--- src/rtl/md_unit_ctrl.sv ---
// Multiply/divide sequencer for the HI/LO result path: fixed-latency multiply,
// XLEN-cycle restoring divide, decoder stall and exception flush.
module md_unit_ctrl #(
  parameter int XLEN       = 32,
  parameter int MUL_CYCLES = 3
) (
  input  logic            clk,
  input  logic            rst,
  input  logic            start,
  input  logic [1:0]      op,
  input  logic [XLEN-1:0] a,
  input  logic [XLEN-1:0] b,
  input  logic            flush,
  input  logic            hilo_rd,
  output logic            stall,
  output logic            busy,
  output logic            done,
  output logic            hilo_we,
  output logic [XLEN-1:0] hi_out,
  output logic [XLEN-1:0] lo_out
);

  localparam int CNT_MAX = (MUL_CYCLES > XLEN) ? MUL_CYCLES - 1 : XLEN - 1;
  localparam int CNT_W   = (CNT_MAX < 2) ? 1 : $clog2(CNT_MAX + 1);
  localparam logic [CNT_W-1:0] MUL_INIT = CNT_W'(MUL_CYCLES - 1);
  localparam logic [CNT_W-1:0] DIV_INIT = CNT_W'(XLEN - 1);

  typedef enum logic [1:0] {IDLE, MUL, DIV, DONE} state_t;

  state_t            state, state_nx;
  logic [CNT_W-1:0]  cnt;
  logic [1:0]        op_q;
  logic [XLEN-1:0]   a_q, b_q;
  logic [XLEN-1:0]   rem_q, quo_q;

  logic              accept, finish;
  logic [2*XLEN-1:0] mul_a, mul_b, prod;
  logic              a_neg, b_neg, ge;
  logic [XLEN-1:0]   a_mag, dvs, r_sub, rem_nx, quo_nx, quo_fix, rem_fix;
  logic [XLEN:0]     r_shift;

  assign accept  = (state == IDLE) && start && !flush;
  assign finish  = ((state == MUL) || (state == DIV)) && (cnt == '0) && !flush;
  assign busy    = (state != IDLE);
  assign done    = (state == DONE);
  assign hilo_we = done && !flush;
  assign stall   = busy && (start || hilo_rd);

  // NOTE: every always_comb output gets a default first so no path infers a latch.
  always_comb begin
    state_nx = state;
    case (state)
      IDLE:    if (accept) state_nx = op[1] ? DIV : MUL;
      MUL,
      DIV:     if (cnt == '0) state_nx = DONE;
      DONE:    state_nx = IDLE;
      default: state_nx = IDLE;
    endcase
    if (flush) state_nx = IDLE;
  end

  // Sign-extending to 2*XLEN makes the truncated product correct for MULT too.
  assign mul_a = {{XLEN{op_q[0] & a_q[XLEN-1]}}, a_q};
  assign mul_b = {{XLEN{op_q[0] & b_q[XLEN-1]}}, b_q};
  assign prod  = mul_a * mul_b;

  assign a_mag   = (op[0] && a[XLEN-1]) ? -a : a;
  assign a_neg   = op_q[0] & a_q[XLEN-1];
  assign b_neg   = op_q[0] & b_q[XLEN-1];
  assign dvs     = b_neg ? -b_q : b_q;
  assign r_shift = {rem_q, quo_q[XLEN-1]};
  assign ge      = (r_shift >= {1'b0, dvs});
  // The true difference is below dvs, so XLEN-bit modular subtraction is exact.
  assign r_sub   = r_shift[XLEN-1:0] - dvs;
  assign rem_nx  = ge ? r_sub : r_shift[XLEN-1:0];
  assign quo_nx  = {quo_q[XLEN-2:0], ge};
  assign quo_fix = (a_neg ^ b_neg) ? -quo_nx : quo_nx;
  assign rem_fix = a_neg ? -rem_nx : rem_nx;

  // NOTE: sequential state uses non-blocking assignments only.
  always_ff @(posedge clk) begin
    // NOTE: datapath registers are reset too, so nothing depends on power-up values.
    if (rst) begin
      state  <= IDLE;
      cnt    <= '0;
      op_q   <= '0;
      a_q    <= '0;
      b_q    <= '0;
      rem_q  <= '0;
      quo_q  <= '0;
      hi_out <= '0;
      lo_out <= '0;
    end else begin
      state <= state_nx;
      if (accept) begin
        op_q  <= op;
        a_q   <= a;
        b_q   <= b;
        cnt   <= op[1] ? DIV_INIT : MUL_INIT;
        rem_q <= '0;
        quo_q <= a_mag;
      end else if (((state == MUL) || (state == DIV)) && (cnt != '0)) begin
        cnt <= cnt - 1'b1;
        if (state == DIV) begin
          rem_q <= rem_nx;
          quo_q <= quo_nx;
        end
      end

      // The last divide iteration and its sign fix land directly in HI/LO.
      if (finish) begin
        if (state == MUL) begin
          hi_out <= prod[2*XLEN-1:XLEN];
          lo_out <= prod[XLEN-1:0];
        end else if (b_q == '0) begin
          hi_out <= a_q;
          lo_out <= '1;
        end else begin
          hi_out <= rem_fix;
          lo_out <= quo_fix;
        end
      end
    end
  end

endmodule

--- config.mk ---
export PLATFORM = sky130hd
export DESIGN_NAME = md_unit_ctrl
export DESIGN_NICKNAME = d
export VERILOG_FILES = /design/src/rtl/md_unit_ctrl.sv
export SDC_FILE = /design/constraint.sdc
export NUM_CORES = 2
export LEC_CHECK = 0
export CELL_PAD_IN_SITES_DETAIL_PLACEMENT = 1
export CELL_PAD_IN_SITES_GLOBAL_PLACEMENT = 1
export CORE_MARGIN = 3
export CORE_UTILIZATION = 35
export DETAILED_ROUTE_END_ITERATION = 12
export HOLD_SLACK_MARGIN = 0.1
export PLACE_DENSITY = 0.74
export RECOVER_POWER = 100
export REMOVE_ABC_BUFFERS = 1
export SLEW_MARGIN = 20
export SYNTH_ARGS = -nofsm -noshare
export SYNTH_HDL_FRONTEND = slang
export SYNTH_SLANG_ARGS = --single-unit
--- constraint.sdc ---
create_clock -name clk -period 11.5 [get_ports clk]
set_input_delay 1.15 -clock clk [delete_from_list [all_inputs] [get_ports clk]]
set_output_delay 1.15 -clock clk [all_outputs]
set_load 0.02 [all_outputs]
==> metrics.md <==
| Metric | Value |
|---|---|
| Clock Skew | `0.0359 ns` |
| Slew HR | `-145%` |
| Critical Path End Type | `register` |
| Root Buffer | `clkbuf_16` |
| EDFF count, synth | `0` |
| Final setup violation count | `0` |
| R2R Path End | `hi_out[31]` |
| Yosys Warn Count | `0` |
| Initial core utilization | `35.3%` |
| Initial antenna violation count | `12` |
| Clock sink count | `200` |
| Worst Path Max Fanout | `46` |
| Synthesized instance count | `6,025` |
| Via/cell ratio | `5.47` |
| Status | `complete, but fails checks` |
| Hold path depth | `2` |
| Drt drc | `0` |
| Core area | `146,000 µm²` |
| CTS clk-pin slew, worst paths | `0.10 ns` |
| Fin cells | `7,823` |
| Clock Tree Buf Depth | `2` |
| Commonest non-fill, non-tap cell in the layout | `inv_1` |
| Die Width | `389 µm` |
| WL final | `191,000 µm` |
| Ys async rst share | `0%` |
| F_max | `0.0967 GHz` |
| MaxCap Viol Count | `4` |
| Core Rows | `140` |
| Final #Nets | `7,341` |
| CTS buffer count | `17` |
| Syn Std Cell Area | `51,500 µm²` |
| First-pass GRT wire length | `294,000 µm` |
| Post-placement cell count | `7,788` |
| PwrDens | `53.1 nW/µm²` |
| Post-CTS Setup Bufs | `0` |
| Clk Latency, worst-skew pair | `0.54 ns` |
| TritonCTS clock tree | `done` |
| Reg2reg setup slack | `1.16 ns` |
| Post-CTS sizing | `0` |
| Area Overhead vs Synth | `7.11%` |
| GP Congestion | `0.920` |
| Most frequent cells in the layout | `1,169 x inv_1, 1,126 x fa_1, 1,020 x nand2_1, 357 x and2_1, 268 x a21oi_1` |
| Worst Path Required | `11.87 ns` |
| Failing checks | `capacitance limit, slew limit` |
| Sequential fraction of the synthesis area | `7.78%` |
| Main flop type after synthesis | `dfxtp_1` |
| Total GRT Usage | `25.7%` |
| HP Start | `lo_out[29]` |
| Global route overflow | `0` |
| Die Area | `152,000 µm²` |
| Worst hold path type | `register to register` |
| Pin count of the biggest net entering global routing | `75` |
| Layout cells sized above 1 | `3.05%` |
| Pins Over Slew Limit | `169` |
| Reg-to-Reg Start | `b_q[3]` |
| Setup TNS | `0 ns` |
| RSZ-0062 raised after global routing | `no` |
| WHS Endpoint | `lo_out[29]` |
| Startpoint Class | `register` |
| Minimum clock period | `10.34 ns` |
| Total leakage power | `25.8 nW` |
| Mapped Avg Cell Area | `8.54 µm²` |
| Worst-Margin Slew | `3.68 ns` |
| R2r worst-path depth | `23` |
| I/O Pins | `139` |
| Setup Crit Path Kind | `register to register` |
| First-pass DRT Iterations | `5` |
| Final Hold Viols | `0` |
| Vias in the first global route | `47,926` |
| Vias after detailed routing | `42,788` |
| Starting DRT DRC Count | `3,135` |
| WL per Instance | `24.5 µm` |
| Die Span Y | `389 µm` |
| Yosys cell types | `97` |
| Filler cells | `17,198` |
| Antenna Violating Nets Remaining | `0` |
| H-tree levels | `4` |
| Hold Buf Count CTS | `0` |
| Arr. time, crit path | `10.71 ns` |
| Tcrit/Tclk final | `89.9%` |
| Register bit total from synthesis | `200` |
| Port Buffers | `138` |
| Worst VDD drop | `126 µV` |
| Hpwl dp | `147,000 µm` |
[state kept, by name, summed over array words and instances (netlist names)]
| signal | flops |
|---|---|
| a_q | 32 |
| b_q | 32 |
| hi_out | 32 |
| lo_out | 32 |
| quo_q | 32 |
| rem_q | 32 |
| cnt | 5 |
| state | 2 |
| op_q | 1 |
[power by group]
part / internal [mW] / switching, mW / leakage (nW) / total [mW]
Combinational: 0.478 / 1.01 / 23.9 / 1.49
Clock: 0.296 / 0.358 / 0.271 / 0.654
Sequential: 0.722 / 0.0620 / 1.63 / 0.784
Total: 1.50 / 1.43 / 25.8 / 2.93
[cells by family (layout without fill, tap and decap cells)]
family	Yosys count	count (layout)	share of synthesized area, %
other	0	3	0
flip-flops	200	200	7.78
buffers and inverters	1572	1450	11.5
multiplexers	30	30	0.591
AND/OR/NAND/NOR	1887	1887	16.8
XOR/XNOR	209	209	3.56
adder cells (fa/ha/maj)	1380	1380	50.0
AO/OA/AOI/OAI	747	747	9.76
[per-layer routing]
metal | part of all wire, % | vias to the layer above | track usage [%] | routed length [µm]
met2 | 47 | 1657 | 42.5 | 90000
met4 | 5.7 | 4 | 12.9 | 10900
li1 | - | 18052 | - | -
met5 | 0.014 | - | 0 | 27
met3 | 8.0 | 494 | 5.03 | 15400
met1 | 39 | 22581 | 32.0 | 75000
[synthesized netlist by cell type, drive strengths merged (39+ instances only)]
cell    instances  area, µm²
a211oi         74        576
a21o           52        398
a21oi         269       1350
a311oi         39        342
and2          361       2260
buf            56        246
clkbuf        346       1300
dfxtp         200       4000
fa           1126      22500
ha            254       3180
inv          1169       4390
nand2        1021       3830
nor2          246        923
nor3           56        295
o21ai          86        434
xnor2         118       1030
xor2           91        797
[critical path, cell delays in order (launching register included)]
cell and delay, ns:
dfxtp_1 0.79, clkbuf_1 0.84, nor2_1 0.13, nand2_1 0.22, nor4_1 0.10, nand2_1 0.22, o21ai_0 0.13, xor2_1 0.18
ha_1 0.47, nand4_1 0.20, nor4_1 0.85, o21ai_1 0.33, a31o_2 0.37, o211ai_1 1.00, a21o_1 0.45, buf_4 0.66
inv_1 0.11, clkbuf_1 0.79, nor3_1 0.73, o21ai_0 0.36, nor4_1 0.45, mux2i_1 0.15, a211oi_1 0.48, a311oi_1 0.09
[metrics by stage]
stage,area [µm²],setup WS (ns),total power [mW],hold WS (ns),util (%)
finish,55100,1.16,2.93,0.460,37.8
global route,55100,0.680,3.09,0.480,37.8
CTS,55200,1.78,2.93,0.463,37.8
detailed placement,54600,1.87,2.27,0.449,37.4
global placement,54600,2.05,2.23,0.443,37.4
floorplan,49900,2.65,1.66,0.463,-
[final cells by class]
type                    count  area, µm²  area share, %
multi-input cells        4253      41500           75.3
inverters                1170       4390           7.97
flip-flops and latches    200       4010           7.27
well taps                1917       2400           4.35
repair buffers            248       2230           4.05
clock buffers              20        457          0.829
clock inverters            12        108          0.195
diodes                      3       7.51         0.0136
[worst max-delay path by stage]
stage / startpoint / to / slack [ns]
after floorplan: a_q[31] / hi_out[26] / 2.65
after global placement: op_q[0] / hi_out[26] / 2.05
after detailed placement: op_q[0] / hi_out[31] / 1.87
after CTS: op_q[0] / hi_out[24] / 1.78
after global routing: b_q[3] / hi_out[31] / 0.68
final: b_q[3] / hi_out[31] / 1.16
Power figures use the tool's default switching activity.
